`config.mk`:
```
export PLATFORM = sky130hd
export DESIGN_NAME = bird_motion_ctrl
export DESIGN_NICKNAME = d
export VERILOG_FILES = /design/src/rtl/bird_motion_ctrl.sv
export SDC_FILE = /design/constraint.sdc
export NUM_CORES = 1
export LEC_CHECK = 0
export CAP_MARGIN = 10
export CELL_PAD_IN_SITES_DETAIL_PLACEMENT = 2
export CELL_PAD_IN_SITES_GLOBAL_PLACEMENT = 2
export CORE_ASPECT_RATIO = 1.4
export CORE_MARGIN = 5
export CORE_UTILIZATION = 30
export CTS_CLUSTER_SIZE = 28
export DETAILED_ROUTE_END_ITERATION = 8
export PLACE_DENSITY = 0.74
export SLEW_MARGIN = 20
export SYNTH_ARGS = -nofsm -noshare
export SYNTH_HDL_FRONTEND = slang
export SYNTH_SLANG_ARGS = --single-unit
```
`constraint.sdc`:
```
create_clock -name clk -period 3.5 [get_ports clk]
set_input_delay 0.7 -clock clk [delete_from_list [all_inputs] [get_ports clk]]
set_output_delay 0.7 -clock clk [all_outputs]
set_load 0.01 [all_outputs]
```
`src/rtl/bird_motion_ctrl.sv`:
```
// -----------------------------------------------------------------------------
// bird_motion_ctrl
//
// Bird controller for the flappy-bird datapath. Holds the bird's vertical
// physics (signed velocity, gravity, flap impulse, ceiling/floor clamp) and
// sequences one erase -> move -> draw cycle per video frame through a
// request/done handshake with the bird plotter.
//
// Optional feature macro: BIRD_VEL_CAP_EN
//   defined   : downward velocity after the gravity add is clamped to V_MAX
//   undefined : only the signed V_W range limits the velocity
//
// Ports
//   clk        in   system clock
//   resetn     in   asynchronous active-low reset
//   frame_tick in   one-cycle pulse per video frame
//   press_key  in   flap/start key (level, rising edge used)
//   touched    in   pipe collision (level)
//   draw_done  in   plotter finished the current request
//   draw_req   out  plot request, held until draw_done
//   erase      out  1 = plot background at bird_y, 0 = plot bird
//   bird_y     out  current top row of the bird
//   alive      out  high in WAIT/ERASE/MOVE/DRAW
//   state_out  out  encoded state (debug/HEX)
//   overrun    out  sticky: frame_tick arrived outside S_WAIT
// -----------------------------------------------------------------------------
module bird_motion_ctrl #(
  parameter int Y_W     = 7,
  parameter int V_W     = 5,
  parameter int Y_MAX   = 120,
  parameter int BIRD_H  = 4,
  parameter int Y_START = 56,
  parameter int GRAVITY = 1,
  parameter int FLAP_V  = 4,
  parameter int V_MAX   = 6
) (
  input  logic           clk,
  input  logic           resetn,
  input  logic           frame_tick,
  input  logic           press_key,
  input  logic           touched,
  input  logic           draw_done,
  output logic           draw_req,
  output logic           erase,
  output logic [Y_W-1:0] bird_y,
  output logic           alive,
  output logic [2:0]     state_out,
  output logic           overrun
);

  typedef enum logic [2:0] {
    S_START = 3'd0,
    S_WAIT  = 3'd1,
    S_ERASE = 3'd2,
    S_MOVE  = 3'd3,
    S_DRAW  = 3'd4,
    S_DEAD  = 3'd5
  } state_t;

  localparam int Y_FLOOR = Y_MAX - BIRD_H;

`ifdef BIRD_VEL_CAP_EN
  localparam bit CAP_EN = 1'b1;
`else
  localparam bit CAP_EN = 1'b0;
`endif

  // Velocity limits, kept one bit wider than the register so the gravity
  // add can be compared before it wraps.
  localparam logic signed [V_W:0] VW_HI  = (V_W+1)'((2 ** (V_W-1)) - 1);
  localparam logic signed [V_W:0] VW_LO  = (V_W+1)'(-(2 ** (V_W-1)));
  localparam logic signed [V_W:0] VCAP   = (V_W+1)'(V_MAX);
  localparam logic signed [V_W:0] CAP_HI = (CAP_EN && (VCAP < VW_HI)) ? VCAP : VW_HI;

  localparam logic signed [V_W-1:0] FLAP_NEG  = V_W'(-FLAP_V);
  localparam logic signed [V_W:0]   GRAV_S    = (V_W+1)'(GRAVITY);
  localparam logic signed [Y_W+1:0] Y_FLOOR_S = (Y_W+2)'(Y_FLOOR);
  localparam logic [Y_W-1:0]        Y_START_U = Y_W'(Y_START);
  localparam logic [Y_W-1:0]        Y_FLOOR_U = Y_W'(Y_FLOOR);

  // Clamp a widened velocity back into the register range (and to the
  // terminal velocity when the cap is enabled).
  function automatic logic signed [V_W-1:0] sat_vel(input logic signed [V_W:0] v);
    logic signed [V_W:0] r;
    r = v;
    if (v > CAP_HI)
      r = CAP_HI;
    else if (v < VW_LO)
      r = VW_LO;
    return $signed(r[V_W-1:0]);
  endfunction

  state_t                r_state;
  logic signed [V_W-1:0] r_vel;
  logic [Y_W-1:0]        r_bird_y;
  logic                  r_flap_pend;
  logic                  r_hit;
  logic                  r_key_q;
  logic                  r_draw_req;
  logic                  r_erase;
  logic                  r_overrun;

  logic                  w_rise;
  logic                  w_active;
  logic                  w_hit_now;
  logic signed [V_W:0]   w_vel_sum;
  logic signed [V_W-1:0] w_vel_grav;
  logic signed [V_W-1:0] w_vel_n;
  logic signed [Y_W+1:0] w_y_n;

  assign w_rise   = press_key & ~r_key_q;
  assign w_active = (r_state == S_WAIT) || (r_state == S_ERASE) ||
                    (r_state == S_MOVE) || (r_state == S_DRAW);
  // A collision this cycle counts immediately, so touched and flap in the
  // same MOVE cycle freezes the bird.
  assign w_hit_now = r_hit | (touched & w_active);

  assign w_vel_sum  = {r_vel[V_W-1], r_vel} + GRAV_S;
  assign w_vel_grav = sat_vel(w_vel_sum);
  assign w_vel_n    = r_flap_pend ? FLAP_NEG : w_vel_grav;
  // Two guard bits: one for the unsigned-to-signed step, one for overflow.
  assign w_y_n      = $signed({2'b00, r_bird_y}) +
                      $signed({{(Y_W+2-V_W){w_vel_n[V_W-1]}}, w_vel_n});

  always_ff @(posedge clk or negedge resetn) begin
    if (!resetn) begin
      r_state     <= S_START;
      r_bird_y    <= Y_START_U;
      r_vel       <= '0;
      r_draw_req  <= 1'b0;
      r_erase     <= 1'b0;
      r_overrun   <= 1'b0;
      r_flap_pend <= 1'b0;
      r_hit       <= 1'b0;
      r_key_q     <= 1'b0;
    end else begin
      r_key_q <= press_key;

      // A tick outside WAIT is dropped; only the sticky flag remembers it.
      if (frame_tick && (r_state != S_WAIT))
        r_overrun <= 1'b1;

      if (w_active) begin
        r_hit <= w_hit_now;
        if (w_rise)
          r_flap_pend <= 1'b1;
      end

      case (r_state)
        S_START: begin
          r_bird_y    <= Y_START_U;
          r_vel       <= '0;
          r_hit       <= 1'b0;
          r_flap_pend <= 1'b0;
          r_draw_req  <= 1'b0;
          r_erase     <= 1'b0;
          if (w_rise) begin
            r_state    <= S_DRAW;
            r_draw_req <= 1'b1;
            r_erase    <= 1'b0;
          end
        end

        S_WAIT: begin
          if (frame_tick) begin
            r_state    <= S_ERASE;
            r_draw_req <= 1'b1;
            r_erase    <= 1'b1;
          end
        end

        S_ERASE: begin
          if (draw_done) begin
            r_state    <= S_MOVE;
            r_draw_req <= 1'b0;
          end
        end

        S_MOVE: begin
          r_flap_pend <= 1'b0;
          if (!w_hit_now) begin
            if (w_y_n < 0) begin
              r_bird_y <= '0;
              r_vel    <= '0;
            end else if (w_y_n >= Y_FLOOR_S) begin
              r_bird_y <= Y_FLOOR_U;
              r_vel    <= '0;
              r_hit    <= 1'b1;
            end else begin
              r_bird_y <= w_y_n[Y_W-1:0];
              r_vel    <= w_vel_n;
            end
          end
          r_state    <= S_DRAW;
          r_draw_req <= 1'b1;
          r_erase    <= 1'b0;
        end

        S_DRAW: begin
          if (draw_done) begin
            r_draw_req <= 1'b0;
            r_state    <= w_hit_now ? S_DEAD : S_WAIT;
          end
        end

        S_DEAD: begin
          // Bird remains on screen; a fresh key press restarts the game.
          if (w_rise) begin
            r_state  <= S_START;
            r_bird_y <= Y_START_U;
            r_vel    <= '0;
          end
        end

        default: begin
          r_state    <= S_START;
          r_draw_req <= 1'b0;
          r_erase    <= 1'b0;
        end
      endcase
    end
  end

  assign draw_req  = r_draw_req;
  assign erase     = r_erase;
  assign bird_y    = r_bird_y;
  assign alive     = w_active;
  assign state_out = r_state;
  assign overrun   = r_overrun;

endmodule
```
==> impl_metrics.tcl, run 1 <==
set metrics [dict create \
    outcome "complete, no violations" \
    max_stage_delay_ns 0.50 \
    pwr-share-clk 0.121 \
    cap_violations 0 \
    finalHoldViolations 0 \
    final_common_cell "a21oi_1" \
    grt_pass1_vias 1697 \
    mostFrequentLayoutCells "a21oi_1 (20), clkdlybuf4s50_1 (19), dfrtp_1 (16)" \
    numCtsBuffers 3 \
    cp.required_ns 3.71 \
    start_util 0.305 \
    max_slew_margin 0.603 \
    cts_hold_buf 0 \
    fp.dieH_um 98.1 \
    setup_slack_ns 0.293 \
    worst_hold_path_type "flop to flop" \
    synth_cell_type_count 54 \
    cp_slowest_cell "dfrtp_1" \
    grt_max_degree 22 \
    multiInputGateArea_um2 1070 \
    syn_area_per_cell_um2 9.24 \
    track_usage 0.151 \
    setup_viol 0 \
    yosysWarnings 0 \
    io_pins 20 \
    clkSlewWorstSetupHoldPaths_ns 0.08 \
    path_cells "nand2_1, nor2_1, nor3_1, nor2_1, ha_1, inv_1, fa_1, nand3b_1, a21oi_1, a21bo_2, mux2i_4, and3_4, a22o_1" \
    switching_power_w 0.000680 \
    synth_edf_count 0 \
    grt_antenna_before_repair 0 \
    syn_nets 197 \
    critical_path_peak_fanout 9 \
    ff2ff_setup_slack_ns 0.29 \
    drcViolationCount 0 \
    p_int_w 0.000746 \
    chipWidth_um 72.9 \
    crit_top_cell "nor2_1" \
    cts_resized 0 \
    max_freq_mhz 312 \
    wirelength_um 4920 \
    post-route-min-period_ns 3.21 \
    clock_latency_ns 0.27 \
    tns_ns 0 \
    dieArea_um2 7150 \
    r2r_end "r_vel[0]" \
    ys_async_sr_fraction 1.00 \
    whs_path_depth 1 \
    routed_via_density 5.50 \
    ys_seq_area_frac 0.318 \
    fin_skew_ns 0.000890 \
    startpoint_type "flop" \
    netSwitchingFraction 0.477 \
    peakVddDrop_v 0.000276 \
    ff2ff_path_depth 13 \
    rows 32 \
    syn_inst 180 \
    fin_hold_ws_ns 0.471 \
    cts_tree "yes" \
    synth.largest_area_cell "dfrtp_1" \
    final_nets 215 \
    cp-end-kind "flop" \
    utilization 0.362 \
    detail_route.iter0.violations 37 \
    path_class "flop to flop" \
    rsz0062_at_grt "false" \
    routedWlPerCell_um 18.6 \
    maxSlewViolCount 0 \
    core_um2 5450 \
    p_per_area_nw_per_um2 723 \
    drt_pass1_iterations 3 \
    dp_hpwl_um 3840 \
    grt_pass1_wl_um 8680 \
    p_leak_nw 0.770 \
    cts.path.max_buffers 2 \
    clock_sinks 21 \
    grt_overflow 0 \
    arrival_ns 3.42 \
    htreeDepth 1 \
    io_buffers 19 \
    synth_ff_type "dfrtp_1" \
    dpl_worst_slack_ns 0.146 \
    tightest_slew_ns 0.595 \
    pwr-share-seq 0.273 \
    ff_latch_area_um2 532 \
    holdCritStartpoint "overrun" \
    post_cts_buffers 0 \
    min_to "overrun" \
    cts-root-buf "clkbuf_8" \
    netlist_top_cells_area "dfrtp_1 (27%), ha_1 (7.5%), a21oi_1 (6.0%)" \
    netlist.area_leader.share 0.271 \
    synth_seq_cells 21 \
    rr_startpoint "r_vel[2]" \
    postRouteAntennaNets 0 \
    antenna_cells 0 \
    gp_congestion 0.846 \
    p_comb_frac 0.606 \
    nFillCells 647 \
    dr_total_vias 1457 \
    fin_crit_sh 0.916 \
    syn_area_um2 1660 \
    layout-drive-gt1-share 0.152 \
    area_growth_pct 18.6 \
]
[worst max path at each step]
stage,slack [ns],from,endpoint,depth (start not counted)
detailed placement,0.15,r_vel[1],bird_y[0],14
floorplan,0.59,r_vel[0],r_vel[3],11
global placement,0.35,r_vel[0],bird_y[0],14
CTS,0.13,r_vel[1],bird_y[0],14
global route,0.01,r_vel[0],r_vel[0],12
finish,0.29,r_vel[2],r_vel[0],13
[flip-flops by register name, indices dropped and copies added (netlist names)]
signal       flops
r_key_q          1
r_flap_pend      1
state_out        3
bird_y           7
r_vel            5
erase            1
draw_req         1
r_hit            1
overrun          1
[synth_stat cells (4+ instances only)]
cell type / n
a21oi_1: 20
nand2b_1: 4
nor3_1: 4
nor2_1: 10
ha_1: 10
inv_1: 8
a22o_1: 4
buf_2: 4
a21o_1: 5
nand2_1: 12
xnor2_1: 5
nor2b_1: 8
nand4_1: 5
o21ai_0: 8
dfrtp_1: 18
[through the flow]
step	power (W)	area, um^2	std cells
after floorplan	0.00100	1660	180
after global placement	0.00123	1910	261
after detailed placement	0.00127	1910	261
after CTS	0.00145	1960	265
after global routing	0.00154	1970	265
final	0.00143	1970	265
[worst max-delay path: cells and delay by family (launching register included)]
kind                       cells  cell delay, ns
and+or+nand+nor                6            1.04
adders and majority gates      2            0.63
AOI/OAI and AO/OA              3            0.59
DFF                            1            0.50
muxes                          1            0.31
buffers and inverters          1            0.07
[power groups by stage]
stage | Combinational (W) | Clock, W | Sequential [W]
after detailed placement | 0.000872 | 0 | 0.000395
after CTS | 0.000878 | 0.000184 | 0.000392
after global routing | 0.000949 | 0.000189 | 0.000406
after floorplan | 0.000659 | 0 | 0.000342
final | 0.000865 | 0.000172 | 0.000389
after global placement | 0.000840 | 0 | 0.000389
[layout make-up]
class / instances / area share
inverters: 9 / 0.0171
flip-flops and latches: 21 / 0.270
well taps: 68 / 0.0431
clock inverters: 1 / 0.00254
multi-input cells: 142 / 0.543
repair buffers: 21 / 0.104
clock buffers: 3 / 0.0209
[per-layer routing]
metal / routed length (um) / global-route usage
met3: 96 / 0.0154
met1: 1990 / 0.173
met2: 2760 / 0.291
met4: 72 / 0.0341
met5: 0 / 0
[kinds of logic (layout without fill, tap and decap cells)]
logic type      count (synthesis)  count (layout)  share of synthesized area
simple gates                   60              60                      0.213
fa+ha+maj                      11              11                     0.0873
xor+xnor                        9               9                     0.0564
mux                             2               2                     0.0203
buf+inv                        17              34                     0.0459
flops                          21              21                      0.318
compound gates                 60              60                      0.259
No activity file was read; power rests on OpenSTA's default activity.
==> inputs of run 2 (changes only) <==
--- a/config.mk
+++ b/config.mk
@@ -13,7 +13,8 @@
 export CORE_UTILIZATION = 30
 export CTS_CLUSTER_SIZE = 28
 export DETAILED_ROUTE_END_ITERATION = 8
-export PLACE_DENSITY = 0.74
+export DONT_BUFFER_PORTS = 1
+export PLACE_DENSITY = 0.67
 export SLEW_MARGIN = 20
 export SYNTH_ARGS = -nofsm -noshare
 export SYNTH_HDL_FRONTEND = slang
==> impl_metrics.tcl, run 2 (synthesized netlist as in run 1, its figures left out) <==
set metrics [dict create \
    arrival_ns 3.45 \
    outcome "complete, no violations" \
    chipWidth_um 72.9 \
    mostFrequentLayoutCells "a21oi_1 (19), dfrtp_1 (17), nand2_1 (12)" \
    htreeDepth 1 \
    cts-root-buf "clkbuf_8" \
    drt_pass1_iterations 4 \
    post_cts_buffers 0 \
    ff2ff_setup_slack_ns 0.25 \
    tightest_slew_ns 1.06 \
    clkSlewWorstSetupHoldPaths_ns 0.08 \
    ff2ff_path_depth 14 \
    start_util 0.305 \
    r2r_end "r_vel[3]" \
    routedWlPerCell_um 18.7 \
    netSwitchingFraction 0.492 \
    final_nets 194 \
    switching_power_w 0.000648 \
    cts_hold_buf 0 \
    p_leak_nw 0.688 \
    antenna_cells 0 \
    post-route-min-period_ns 3.25 \
    pwr-share-clk 0.126 \
    postRouteAntennaNets 0 \
    grt_antenna_before_repair 0 \
    dp_hpwl_um 3660 \
    peakVddDrop_v 0.000325 \
    grt_overflow 0 \
    worst_hold_path_type "input pin to async pin" \
    finalHoldViolations 0 \
    rr_startpoint "r_vel[1]" \
    final_common_cell "a21oi_1" \
    p_per_area_nw_per_um2 742 \
    fin_crit_sh 0.929 \
    grt_pass1_vias 1577 \
    p_comb_frac 0.568 \
    routed_via_density 5.67 \
    core_um2 5450 \
    rows 32 \
    clock_sinks 21 \
    dieArea_um2 7150 \
    design_area_um2 1780 \
    cp-end-kind "flop" \
    path_class "flop to flop" \
    tns_ns 0 \
    layout-drive-gt1-share 0.159 \
    fp.dieH_um 98.1 \
    detail_route.iter0.violations 33 \
    maxSlewViolCount 0 \
    gp_congestion 0.744 \
    pwr-share-seq 0.307 \
    max_slew_margin 0.292 \
    cp.required_ns 3.70 \
    clock_latency_ns 0.26 \
    numCtsBuffers 3 \
    critical_path_peak_fanout 8 \
    wirelength_um 4560 \
    p_int_w 0.000669 \
    crit_start "r_vel[1]" \
    cts_tree "yes" \
    largest_reg_flops 7 \
    setup_viol 0 \
    dr_total_vias 1384 \
    grt_max_degree 22 \
    grt_pass1_wl_um 7670 \
    cts_resized 0 \
    startpoint_type "flop" \
    cts.path.max_buffers 2 \
    rsz0062_at_grt "false" \
    io_buffers 0 \
    io_pins 20 \
    max_freq_mhz 308 \
    fin_skew_ns 0.00345 \
    track_usage 0.135 \
    drcViolationCount 0 \
    area_growth_pct 6.77 \
    cap_violations 0 \
    placed_area_um2 1710 \
]
run 2: final cells by class:
cell class | count | area, um^2
clock buffers | 4 | 45.0
inverters | 9 | 33.8
fillers | 647 | 3670
flip-flops and latches | 21 | 531
well taps | 68 | 85.1
multi-input cells | 142 | 1080
run 2: how the worst max path moves through the flow:
stage | slack [ns] | to
2_1_floorplan | 0.59 | r_vel[3]
3_3_place_gp | 0.20 | r_vel[3]
3_5_place_dp | 0.08 | r_vel[3]
4_1_cts | 0.03 | r_vel[3]
5_1_grt | 0.02 | r_vel[4]
6_report | 0.25 | r_vel[3]
run 2: stage by stage:
step           total power, W  utilization  std cells  hold slack [ns]  setup slack (ns)
6_report              0.00132        0.326        244            0.119             0.248
5_1_grt               0.00143        0.326        244            0.102            0.0151
4_1_cts               0.00133        0.321        244            0.114            0.0349
3_5_place_dp          0.00116        0.313        240            0.405            0.0761
3_3_place_gp          0.00112        0.313        240            0.405             0.196
2_1_floorplan         0.00100            -        180            0.404             0.589
run 2: critical path, stage by stage (launching register included):
cell and delay, ns:
dfrtp_1 0.46, ha_4 0.21, nand2b_1 0.11, nor2_1 0.12, nor3_1 0.06, nor2_1 0.15
ha_1 0.25, inv_1 0.07, fa_1 0.41, nand3b_1 0.24, a21oi_2 0.20, a21bo_2 0.23
mux2i_4 0.31, and3_4 0.24, a22o_1 0.13
run 2: power by group through the flow:
stage | registers [W] | logic [W] | clock network, W
final | 0.000404 | 0.000748 | 0.000166
after global routing | 0.000419 | 0.000829 | 0.000184
after CTS | 0.000408 | 0.000750 | 0.000173
after detailed placement | 0.000412 | 0.000747 | 0
after global placement | 0.000407 | 0.000715 | 0
after floorplan | 0.000342 | 0.000659 | 0
run 2: per-layer routing:
| metal | up-vias | track usage | routed length, um |
|---|---|---|---|
| met3 | 8 | 0.0185 | 111 |
| li1 | 647 | - | - |
| met4 | 0 | 0.0582 | 117 |
| met2 | 19 | 0.256 | 2580 |
| met1 | 710 | 0.142 | 1740 |
| met5 | - | 0 | 0 |
==> inputs of run 3 (changes only) <==
--- a/config.mk
+++ b/config.mk
@@ -8,7 +8,6 @@
 export CAP_MARGIN = 10
 export CELL_PAD_IN_SITES_DETAIL_PLACEMENT = 2
 export CELL_PAD_IN_SITES_GLOBAL_PLACEMENT = 2
-export CORE_ASPECT_RATIO = 1.4
 export CORE_MARGIN = 5
 export CORE_UTILIZATION = 30
 export CTS_CLUSTER_SIZE = 28
==> impl_metrics.tcl, run 3 (synthesized netlist as in run 1, its figures left out) <==
set metrics [dict create \
    dp_hpwl_um 3560 \
    finalHoldViolations 0 \
    rsz0062_at_grt "false" \
    postRouteAntennaNets 0 \
    clkSlewWorstSetupHoldPaths_ns 0.08 \
    post-route-min-period_ns 3.24 \
    layout-drive-gt1-share 0.147 \
    htreeDepth 1 \
    fp.dieH_um 84.5 \
    grt_pass1_wl_um 7670 \
    io_buffers 0 \
    cap_violations 0 \
    area_growth_pct 6.77 \
    dr_total_vias 1332 \
    tns_ns 0 \
    cts_tree "yes" \
    final_nets 195 \
    numCtsBuffers 3 \
    start_util 0.306 \
    outcome "complete, no violations" \
    largest_reg_flops 7 \
    antenna_cells 0 \
    p_per_area_nw_per_um2 735 \
    setup_slack_ns 0.260 \
    path_class "flop to flop" \
    worst_hold_path_type "input pin to async pin" \
    cts_resized 0 \
    chipWidth_um 84.5 \
    cts.path.max_buffers 2 \
    cp-end-kind "flop" \
    core_um2 5440 \
    grt_overflow 0 \
    clock_sinks 21 \
    grt_max_degree 22 \
    rows 27 \
    gp_congestion 0.809 \
    io_pins 20 \
    wirelength_um 4410 \
    arrival_ns 3.44 \
    critical_path_peak_fanout 8 \
    routed_via_density 5.35 \
    max_slew_margin 0.552 \
    final_common_cell "a21oi_1" \
    dpl_worst_slack_ns 0.125 \
    startpoint_type "flop" \
    track_usage 0.131 \
    post_cts_buffers 0 \
    p_leak_nw 0.693 \
    cts_hold_buf 0 \
    cts-root-buf "clkbuf_8" \
    mostFrequentLayoutCells "a21oi_1 (20), dfrtp_1 (18), nand2_1 (12)" \
    setup_viol 0 \
    cp.required_ns 3.70 \
    peakVddDrop_v 0.000266 \
    routedWlPerCell_um 17.7 \
    fin_crit_sh 0.926 \
    detail_route.iter0.violations 30 \
    dieArea_um2 7130 \
    tightest_slew_ns 0.672 \
    grt_antenna_before_repair 0 \
    drt_pass1_iterations 4 \
    fin_skew_ns 0.00172 \
    drcViolationCount 0 \
    grt_pass1_vias 1471 \
    clock_latency_ns 0.26 \
    max_freq_mhz 309 \
    maxSlewViolCount 0 \
]
## run 3: cell types whose count changed in the layout (fill, tap and decap cells not counted), sizes merged
cell  change
buf       +1
## run 3: final timing paths
| kind | startpoint | slack (ns) | cells after the start | end |
|---|---|---|---|---|
| setup / recovery | r_vel[0] | 0.26 | 14 | bird_y[0] |
| min in group clk | press_key | 0.46 | 0 | r_key_q |
| hold reg to reg | overrun | 0.53 | 1 | overrun |
| hold / removal | resetn | 0.13 | 0 | r_vel[1] |
| setup reg to reg | r_vel[0] | 0.26 | 14 | bird_y[0] |
| max in group asynchronous | resetn | 3.20 | 0 | bird_y[4] |
## run 3: per-stage QoR
| stage | util | hold slack, ns | power, W | std cells | area, um^2 |
|---|---|---|---|---|---|
| after floorplan | - | 0.404 | 0.00100 | 180 | 1660 |
| after global placement | 0.316 | 0.406 | 0.00113 | 245 | 1720 |
| after detailed placement | 0.316 | 0.406 | 0.00116 | 245 | 1720 |
| after CTS | 0.324 | 0.121 | 0.00133 | 249 | 1760 |
| after global routing | 0.326 | 0.108 | 0.00144 | 249 | 1780 |
| final | 0.326 | 0.130 | 0.00130 | 249 | 1780 |
## run 3: area by class of cell
| cell class | count | area, um^2 |
|---|---|---|
| repair buffers | 1 | 7.51 |
| fillers | 615 | 3660 |
| inverters | 9 | 33.8 |
| flip-flops and latches | 21 | 529 |
| well taps | 72 | 90.1 |
| clock buffers | 4 | 45.0 |
| multi-input cells | 142 | 1070 |
## run 3: layer usage
layer | part of all wire | track usage | wire, um | vias up
met1 | 0.45 | 0.166 | 1970 | 662
li1 | - | - | - | 651
met3 | 0.032 | 0.0245 | 141 | 4
met2 | 0.51 | 0.230 | 2260 | 15
met5 | 0 | 0 | 0 | -
met4 | 0.0086 | 0.0345 | 38 | 0
## run 3: report_power, final
| part | switching, W | internal, W |
|---|---|---|
| Sequential | 0.000121 | 0.000287 |
| Clock | 0.0000777 | 0.0000810 |
| Combinational | 0.000433 | 0.000305 |
| Total | 0.000632 | 0.000673 |
## run 3: worst max-delay path, stage by stage, from the launching register on
cell      delay [ns]
dfrtp_1         0.48
ha_4            0.21
nand2b_1        0.10
nor2_1          0.14
nor3_1          0.07
nor2_1          0.14
ha_1            0.24
inv_1           0.07
fa_1            0.40
nand3b_1        0.22
a21oi_1         0.22
a21bo_2         0.23
mux2i_4         0.31
and3_4          0.23
a22o_1          0.12
